[src/rtl/fifo_rd_stream.sv]
// fifo_rd_stream: pops async_fifo read port into a 2-entry buffer, presents a valid/ready stream (o_count = occupancy, o_pop_cnt = pops issued)
module fifo_rd_stream #(
    parameter int WIDTH = 16,
    parameter int CNT_W = 16
) (
    input  logic             i_clk,
    input  logic             i_rst,
    input  logic             i_empty,
    output logic             o_pop,
    input  logic [WIDTH-1:0] i_rdata,
    output logic             o_valid,
    output logic [WIDTH-1:0] o_data,
    input  logic             i_ready,
    output logic [1:0]       o_count,
    output logic [CNT_W-1:0] o_pop_cnt
);
    logic [1:0]       count, count_n;
    logic             inflight, accept, wr_head;
    logic [2:0]       occ;
    logic [WIDTH-1:0] head, tail, head_n, tail_n;
    always_comb begin
        accept  = (count != 2'd0) & i_ready;
        occ     = {1'b0, count} + {2'b0, inflight};
        o_pop   = !i_rst & !i_empty & ((occ < 3'd2) | ((occ == 3'd2) & accept));
        wr_head = inflight & ((count == 2'd0) | ((count == 2'd1) & accept));
        head_n  = wr_head ? i_rdata : accept ? tail : head;
        tail_n  = (inflight & !wr_head) ? i_rdata : tail;
        count_n = count + {1'b0, inflight} - {1'b0, accept};
    end
    assign o_valid = count != 2'd0;
    assign o_data  = head;
    assign o_count = count;
    always_ff @(posedge i_clk or posedge i_rst) begin
        if (i_rst) begin
            count     <= '0;
            inflight  <= 1'b0;
            head      <= '0;
            tail      <= '0;
            o_pop_cnt <= '0;
        end else begin
            count     <= count_n;
            inflight  <= o_pop;
            head      <= head_n;
            tail      <= tail_n;
            o_pop_cnt <= o_pop_cnt + {{(CNT_W-1){1'b0}}, o_pop};
        end
    end
endmodule
[config.mk]
export PLATFORM = sky130hd
export DESIGN_NAME = fifo_rd_stream
export DESIGN_NICKNAME = d
export VERILOG_FILES = /design/src/rtl/fifo_rd_stream.sv
export SDC_FILE = /design/constraint.sdc
export NUM_CORES = 1
export LEC_CHECK = 0
export CAP_MARGIN = 20
export CORE_ASPECT_RATIO = 0.6
export CORE_MARGIN = 4
export CORE_UTILIZATION = 51
export CTS_BUF_LIST = sky130_fd_sc_hd__clkbuf_2 sky130_fd_sc_hd__clkbuf_4 sky130_fd_sc_hd__clkbuf_8
export DETAILED_ROUTE_END_ITERATION = 10
export GPL_TIMING_DRIVEN = 0
export PLACE_DENSITY = 0.94
export REMOVE_ABC_BUFFERS = 1
export SYNTH_ARGS = -nofsm -noshare
export SYNTH_HDL_FRONTEND = slang
export SYNTH_SLANG_ARGS = --single-unit
[constraint.sdc]
create_clock -name i_clk -period 2.4 [get_ports i_clk]
set_input_delay 0.24 -clock i_clk [delete_from_list [all_inputs] [get_ports i_clk]]
set_output_delay 0.24 -clock i_clk [all_outputs]
set_load 0.01 [all_outputs]
==> results.ini, run 1 <==
[outcome]
status=finished clean

[yosys]
synth_edf_count=0
synth_top_area_share_pct=55.31
yosys.area_share.simple_pct=9.219
synth_xor_area_share_pct=6.074
synth_top_cell_by_area=dfrtp_1
synth-compound-area-share_pct=12.26
avgSynthCellArea_um2=12.34
synth_top_family_by_area=compound AO/OA/AOI/OAI gates
synthAdderAreaFrac_pct=3.796
async_flop_share_pct=100.0
synth_cell_types=26
synth_most_common_cell=dfrtp_1
synth_common_cells=51 x dfrtp_1, 21 x nand2_1, 16 x a22oi_1, 16 x a2bb2oi_1
syn-cell-area_um2=2307
synth_area_leaders=dfrtp_1 55%, mux2_4 6.5%, a2bb2oi_1 6.1%, a22oi_1 5.2%, ha_1 3.8%
synth_cells=187
yosysWarnings=0
synth_seq_cells=51
synth_flop_cell=dfrtp_1
yosysSeqAreaShare_pct=55.31
synth.mux.area_fraction_pct=9.436

[finish]
final_nets=271
drive_gt1_share_pct=17.55
syn2layout_area_growth_pct=33.68
num_antenna_cells=0
design_area_um2=3084
post_layout_nonfiller_instances=305

[placed_design]
placed_cells=295
port_buffers=55
place_area_um2=2900
dp_hpwl_mm=3.523
gp_congestion=0.7981

[setup_path]
worstSetupStartpointType=register
crit_fanout=6
arrival_ps=2500
crit_path_start=o_count[0]
timing.rr.end=o_pop_cnt[8]
end_kind=register
reg2regPathDepth=10
worstPathRequired_ps=2620
regToRegSetupSlack_ps=120
endpoint=o_pop_cnt[8]
path_class=register to register
r2r_start=o_count[0]

[sta]
finalHoldViolCount=0
post-route-period-util_pct=94.90
fmaxAchievable_mhz=439.1
fin_crit_ps=2278
slew_viol_final=0
tightest_slew_ps=724.0
skew_ps=6.850
finalHoldWorstSlack_ps=331.0
slew_headroom_pct=51.73
finalSetupViolCount=0

[power_and_ir_drop]
cellPowerDensity_nw_per_um2=1122
total_leakage_power_uw=0.001401
total_power_uw=3461
vdd_drop_max_mv=0.6717

[clock_tree]
cts_root_buffer=clkbuf_8
clk_path_buf_depth=2
htree_num_levels=2
cts_tree=done
clock_latency_ps=300
clk_pin_slew_ps=100
numCtsBuffers=5
clock_sinks=51

[route]
wl_met1_mm=2.330
firstDrtPassIters=4
routed_wl_mm=5.160
vias_per_cell=5.590
drc=0
met2_length_mm=2.453
wl_per_cell_um=16.92
drtAntennaViolNets=0
route.met3.wl_um=337
drt_first_iter_violations=121
dr_total_vias=1705
top_layer_used=met4

[floorplanning]
coreArea_um2=4234
die_h_um=60.10
initial_core_util_pct=54.49
rows=18
die_width_um=94.83
io_pins=56
die_area_um2=5699

[global_route]
grt_use_total_pct=19.77
antenna_found_initial=0
grt_max_degree=30
overflow=0
first_global_vias=1718
grt_first_pass_wirelength_mm=8.500

[run]
max_cap_viol_count=0

[worst_hold_path]
worstHoldPathType=input pin to asynchronous set/reset pin

[kinds of logic (layout without fill, tap and decap cells)]
kind of cell | count (synthesis) | after routing
flip-flops | 51 | 51
buffers and inverters | 17 | 75
AO/OA/AOI/OAI | 35 | 35
XOR/XNOR | 16 | 16
AND/OR/NAND/NOR | 45 | 45
adder cells (fa/ha/maj) | 7 | 7
multiplexers | 16 | 16
[placed cells by master, fill, tap and decap left out, types with 5 or more instances in the layout]
cell	Yosys	routed
a22oi_1	16	16
a2bb2oi_1	16	16
clkbuf_8	0	5
clkdlybuf4s50_1	0	54
dfrtp_1	51	49
ha_1	7	7
inv_1	7	6
mux2_2	6	6
mux2_4	10	10
nand2_1	21	20
xnor2_1	6	6
xor2_1	10	10
[worst min-delay path by stage]
| stage | from | endpoint | slack, ps | depth (start not counted) |
|---|---|---|---|---|
| floorplan | i_rst | inflight | 380 | 1 |
| global placement | o_pop_cnt[15] | o_pop_cnt[15] | 460 | 1 |
| detailed placement | o_pop_cnt[15] | o_pop_cnt[15] | 480 | 1 |
| CTS | i_rst | inflight | 350 | 2 |
| global route | i_rst | o_data[2] | 370 | 2 |
| finish | i_rst | tail[4] | 330 | 2 |
[what timing repair did]
item / 4_1_cts / 5_1_grt
hold buffers: 0 / 0
endpoints found under the hold margin: 0 / 0
endpoints found under the setup margin: 17 / 25
resized for setup: 6 / 7
pin swaps: 1 / 0
setup buffers: 1 / 1
[where the power goes]
group          internal [µW]  switching (µW)
sequential              1200             239
clock                    314             291
combinational            814             601
[metrics by stage]
stage | util (%) | TNS (ps) | setup slack [ps]
after floorplan | - | -27.20 | -11.97
after global placement | 67.85 | -11190 | -531.6
after detailed placement | 68.50 | -8608 | -578.5
after CTS | 71.96 | 0 | 3.017
after global routing | 72.84 | -9.675 | -7.319
final | 72.84 | 0 | 122.4
[flip-flops by register name, summed over array words and instances (netlist names)]
name	count
tail	16
o_count	2
o_pop_cnt	16
o_data	16
inflight	1
[layout make-up]
cell class                      instances  area (µm²)
Timing Repair Buffer                   59       595.6
Multi-Input combinational cell        119       987.2
Fill cell                             324        1150
Inverter                                8       32.53
Sequential cell                        51        1279
Tap cell                               60       75.07
Clock buffer                            5       68.82
Clock inverter                          3       46.29
[worst max-delay path, cell delays in order (launching register included)]
cell and delay [ps]:
dfrtp_2 470, ha_1 230, ha_1 180, nor2_1 80, a31oi_1 120, nor3_2 150
ha_1 220, ha_1 230, nand2_2 140, nor3_1 190, xor2_1 190
[routing by layer]
layer / up-vias / global-route usage (%)
met3: 6 / 5.912
met1: 851 / 26.37
li1: 788 / -
met4: 0 / 4.928
met2: 60 / 31.96
met5: - / 0
No activity file was read; power rests on OpenSTA's default activity.
==> run 2: changes to the inputs <==
--- a/config.mk
+++ b/config.mk
@@ -13,7 +13,6 @@
 export DETAILED_ROUTE_END_ITERATION = 10
 export GPL_TIMING_DRIVEN = 0
 export PLACE_DENSITY = 0.94
-export REMOVE_ABC_BUFFERS = 1
 export SYNTH_ARGS = -nofsm -noshare
 export SYNTH_HDL_FRONTEND = slang
 export SYNTH_SLANG_ARGS = --single-unit
==> results.ini, run 2 (synthesized netlist as in run 1, its figures left out) <==
[placed_design]
port_buffers=55  ; unchanged
dp_hpwl_mm=3.648  ; +3.5%
gp_congestion=0.7876  ; -1.3%
placed_cells=303  ; +2.7%
place_area_um2=2958  ; +2.0%
pre_cts_ws_ps=-425.8  ; +152.7 ps

[global_route]
antenna_found_initial=0  ; unchanged
overflow=0  ; unchanged
grt_max_degree=36  ; +20%
grt_first_pass_wirelength_mm=8.832  ; +3.9%
first_global_vias=1822  ; +6.1%
grt_use_total_pct=20.39  ; +0.62 points

[clock_tree]
cts_tree=done
clock_sinks=51  ; unchanged
clk_pin_slew_ps=80  ; -20 ps
htree_num_levels=2  ; unchanged
clock_latency_ps=300  ; about the same
clk_path_buf_depth=2  ; unchanged
holdBufCountCts=0  ; unchanged
numCtsBuffers=5  ; unchanged
cts_root_buffer=clkbuf_8

[power_and_ir_drop]
combPwrFrac_pct=43.5  ; +2.6 points
total_leakage_power_uw=0.001457  ; +4.0%
cellPowerDensity_nw_per_um2=1069  ; -4.7%
netSwitchingFraction_pct=32.90  ; +0.23 points
vdd_drop_max_mv=0.6414  ; -4.5%
netSwitchingPower_uw=1117  ; -1.2%
clkPwrFrac_pct=13.7  ; -3.8 points
power_frac_seq_pct=42.8  ; +1.1 points
p_int_uw=2279  ; -2.2%

[route]
wl_per_cell_um=16.99  ; +0.43%
drt_first_iter_violations=88  ; -27%
drc=0  ; unchanged
dr_total_vias=1723  ; +1.1%
vias_per_cell=5.487  ; -1.8%
drtAntennaViolNets=0  ; unchanged
firstDrtPassIters=4  ; unchanged
routed_wl_mm=5.335  ; +3.4%

[sta]
skew_ps=4.839  ; -2.011 ps
fin_ws_ps=96.48  ; -25.94 ps
finalHoldViolCount=0  ; unchanged
finalSetupViolCount=0  ; unchanged
post-route-period-util_pct=95.98  ; +1.1 points
fmaxAchievable_mhz=434.1  ; -1.1%
setup_tns_ps=0  ; unchanged
fin_crit_ps=2304  ; +25.94 ps
finalHoldWorstSlack_ps=298.3  ; -32.63 ps
rsz0062_at_grt=yes
slew_headroom_pct=63.87  ; +12 points
slew_viol_final=0  ; unchanged
tightest_slew_ps=541.9  ; -182.1 ps

[setup_path]
worstSetupStartpointType=register
crit_fanout=5  ; -1
end_kind=register
arrival_ps=2520  ; +20 ps
worstPathRequired_ps=2620  ; about the same
path_class=register to register

[floorplanning]
die_width_um=94.83  ; unchanged
coreArea_um2=4234  ; unchanged
die_h_um=60.10  ; unchanged
rows=18  ; unchanged
die_area_um2=5699  ; unchanged
io_pins=56  ; unchanged
initial_core_util_pct=54.49  ; unchanged

[run]
max_cap_viol_count=0  ; unchanged

[finish]
post_layout_nonfiller_instances=314  ; +3.0%
final_nets=282  ; +4.1%
num_antenna_cells=0  ; unchanged
design_area_um2=3176  ; +3.0%
final_common_cell=clkdlybuf4s50_1
layout_common_cells=54 x clkdlybuf4s50_1, 49 x dfrtp_1, 20 x nand2_1
drive_gt1_share_pct=20.87  ; +3.3 points
syn2layout_area_growth_pct=37.64

[worst_hold_path]
worstHoldPathType=input pin to asynchronous set/reset pin

[outcome]
status=finished clean

[yosys]
syn-num-nets=214

==> run 2: changes by cell type in the layout (fill, tap and decap cells not counted), sizes merged <==
| cell | before | now |
|---|---|---|
| dlygate4sd2 | 0 | 1 |
| inv | 9 | 8 |
| buf | 4 | 12 |
| clkinvlp | 1 | 0 |
| bufinv | 1 | 0 |
| dlymetal6s2s | 1 | 0 |
| clkbuf | 5 | 9 |
==> run 2: area by class of cell <==
cell class	instances	area (µm²)
Inverter	8	32.53
Multi-Input combinational cell	119	1044
Sequential cell	51	1279
Tap cell	60	75.07
Timing Repair Buffer	62	614.3
Buffer	8	55.05
Clock buffer	6	76.32
Fill cell	288	1059
==> run 2: repair_timing <==
| action | 4_1_cts | 5_1_grt |
|---|---|---|
| pin swaps | 1 | 5 |
| gates cloned | 0 | 0 |
| gates resized for setup | 10 | 12 |
| endpoints found under the setup margin | 12 | 9 |
| setup buffers | 1 | 5 |
==> run 2: layer usage <==
layer / GRT usage, % / up-vias / part of all wire, %
met4: 8.214 / 0 / 1.6
met3: 4.277 / 8 / 4.1
met5: 0 / - / 0
met2: 31.56 / 54 / 48
li1: - / 801 / -
met1: 28.29 / 860 / 47
==> run 2: power by group through the flow <==
stage | logic, µW | registers, µW | clock network (µW)
2_1_floorplan | 725 | 1500 | 0
3_3_place_gp | 1360 | 1430 | 0
3_5_place_dp | 1410 | 1450 | 0
4_1_cts | 1430 | 1450 | 472
5_1_grt | 1620 | 1510 | 517
6_report | 1480 | 1450 | 464
==> run 2: path summary, 6_finish.rpt <==
path / startpoint / endpoint / slack, ps / depth (start not counted)
setup reg to reg: o_count[0] / o_pop_cnt[14] / 100 / 10
hold / removal: i_rst / o_data[13] / 300 / 2
hold reg to reg: o_pop_cnt[15] / o_pop_cnt[15] / 480 / 1
setup / recovery: o_count[0] / o_pop_cnt[14] / 100 / 10
min in group i_clk: o_pop_cnt[15] / o_pop_cnt[15] / 480 / 1
max in group asynchronous: i_rst / o_count[0] / 1580 / 3
==> run 2: worst max-delay path, stage by stage, from the launching register on <==
cell and delay (ps):
dfrtp_2 410, ha_2 190, inv_1 40, ha_1 270
a31oi_1 110, nor3_2 240, ha_2 270, ha_4 170
nand2_4 90, nor4_4 250, xor2_1 180
==> run 2: stage by stage <==
stage,util (%),total power (µW)
6_report,75.00,3396
3_5_place_dp,69.86,2858
3_3_place_gp,69.39,2788
5_1_grt,75.00,3643
2_1_floorplan,-,2221
4_1_cts,72.81,3346
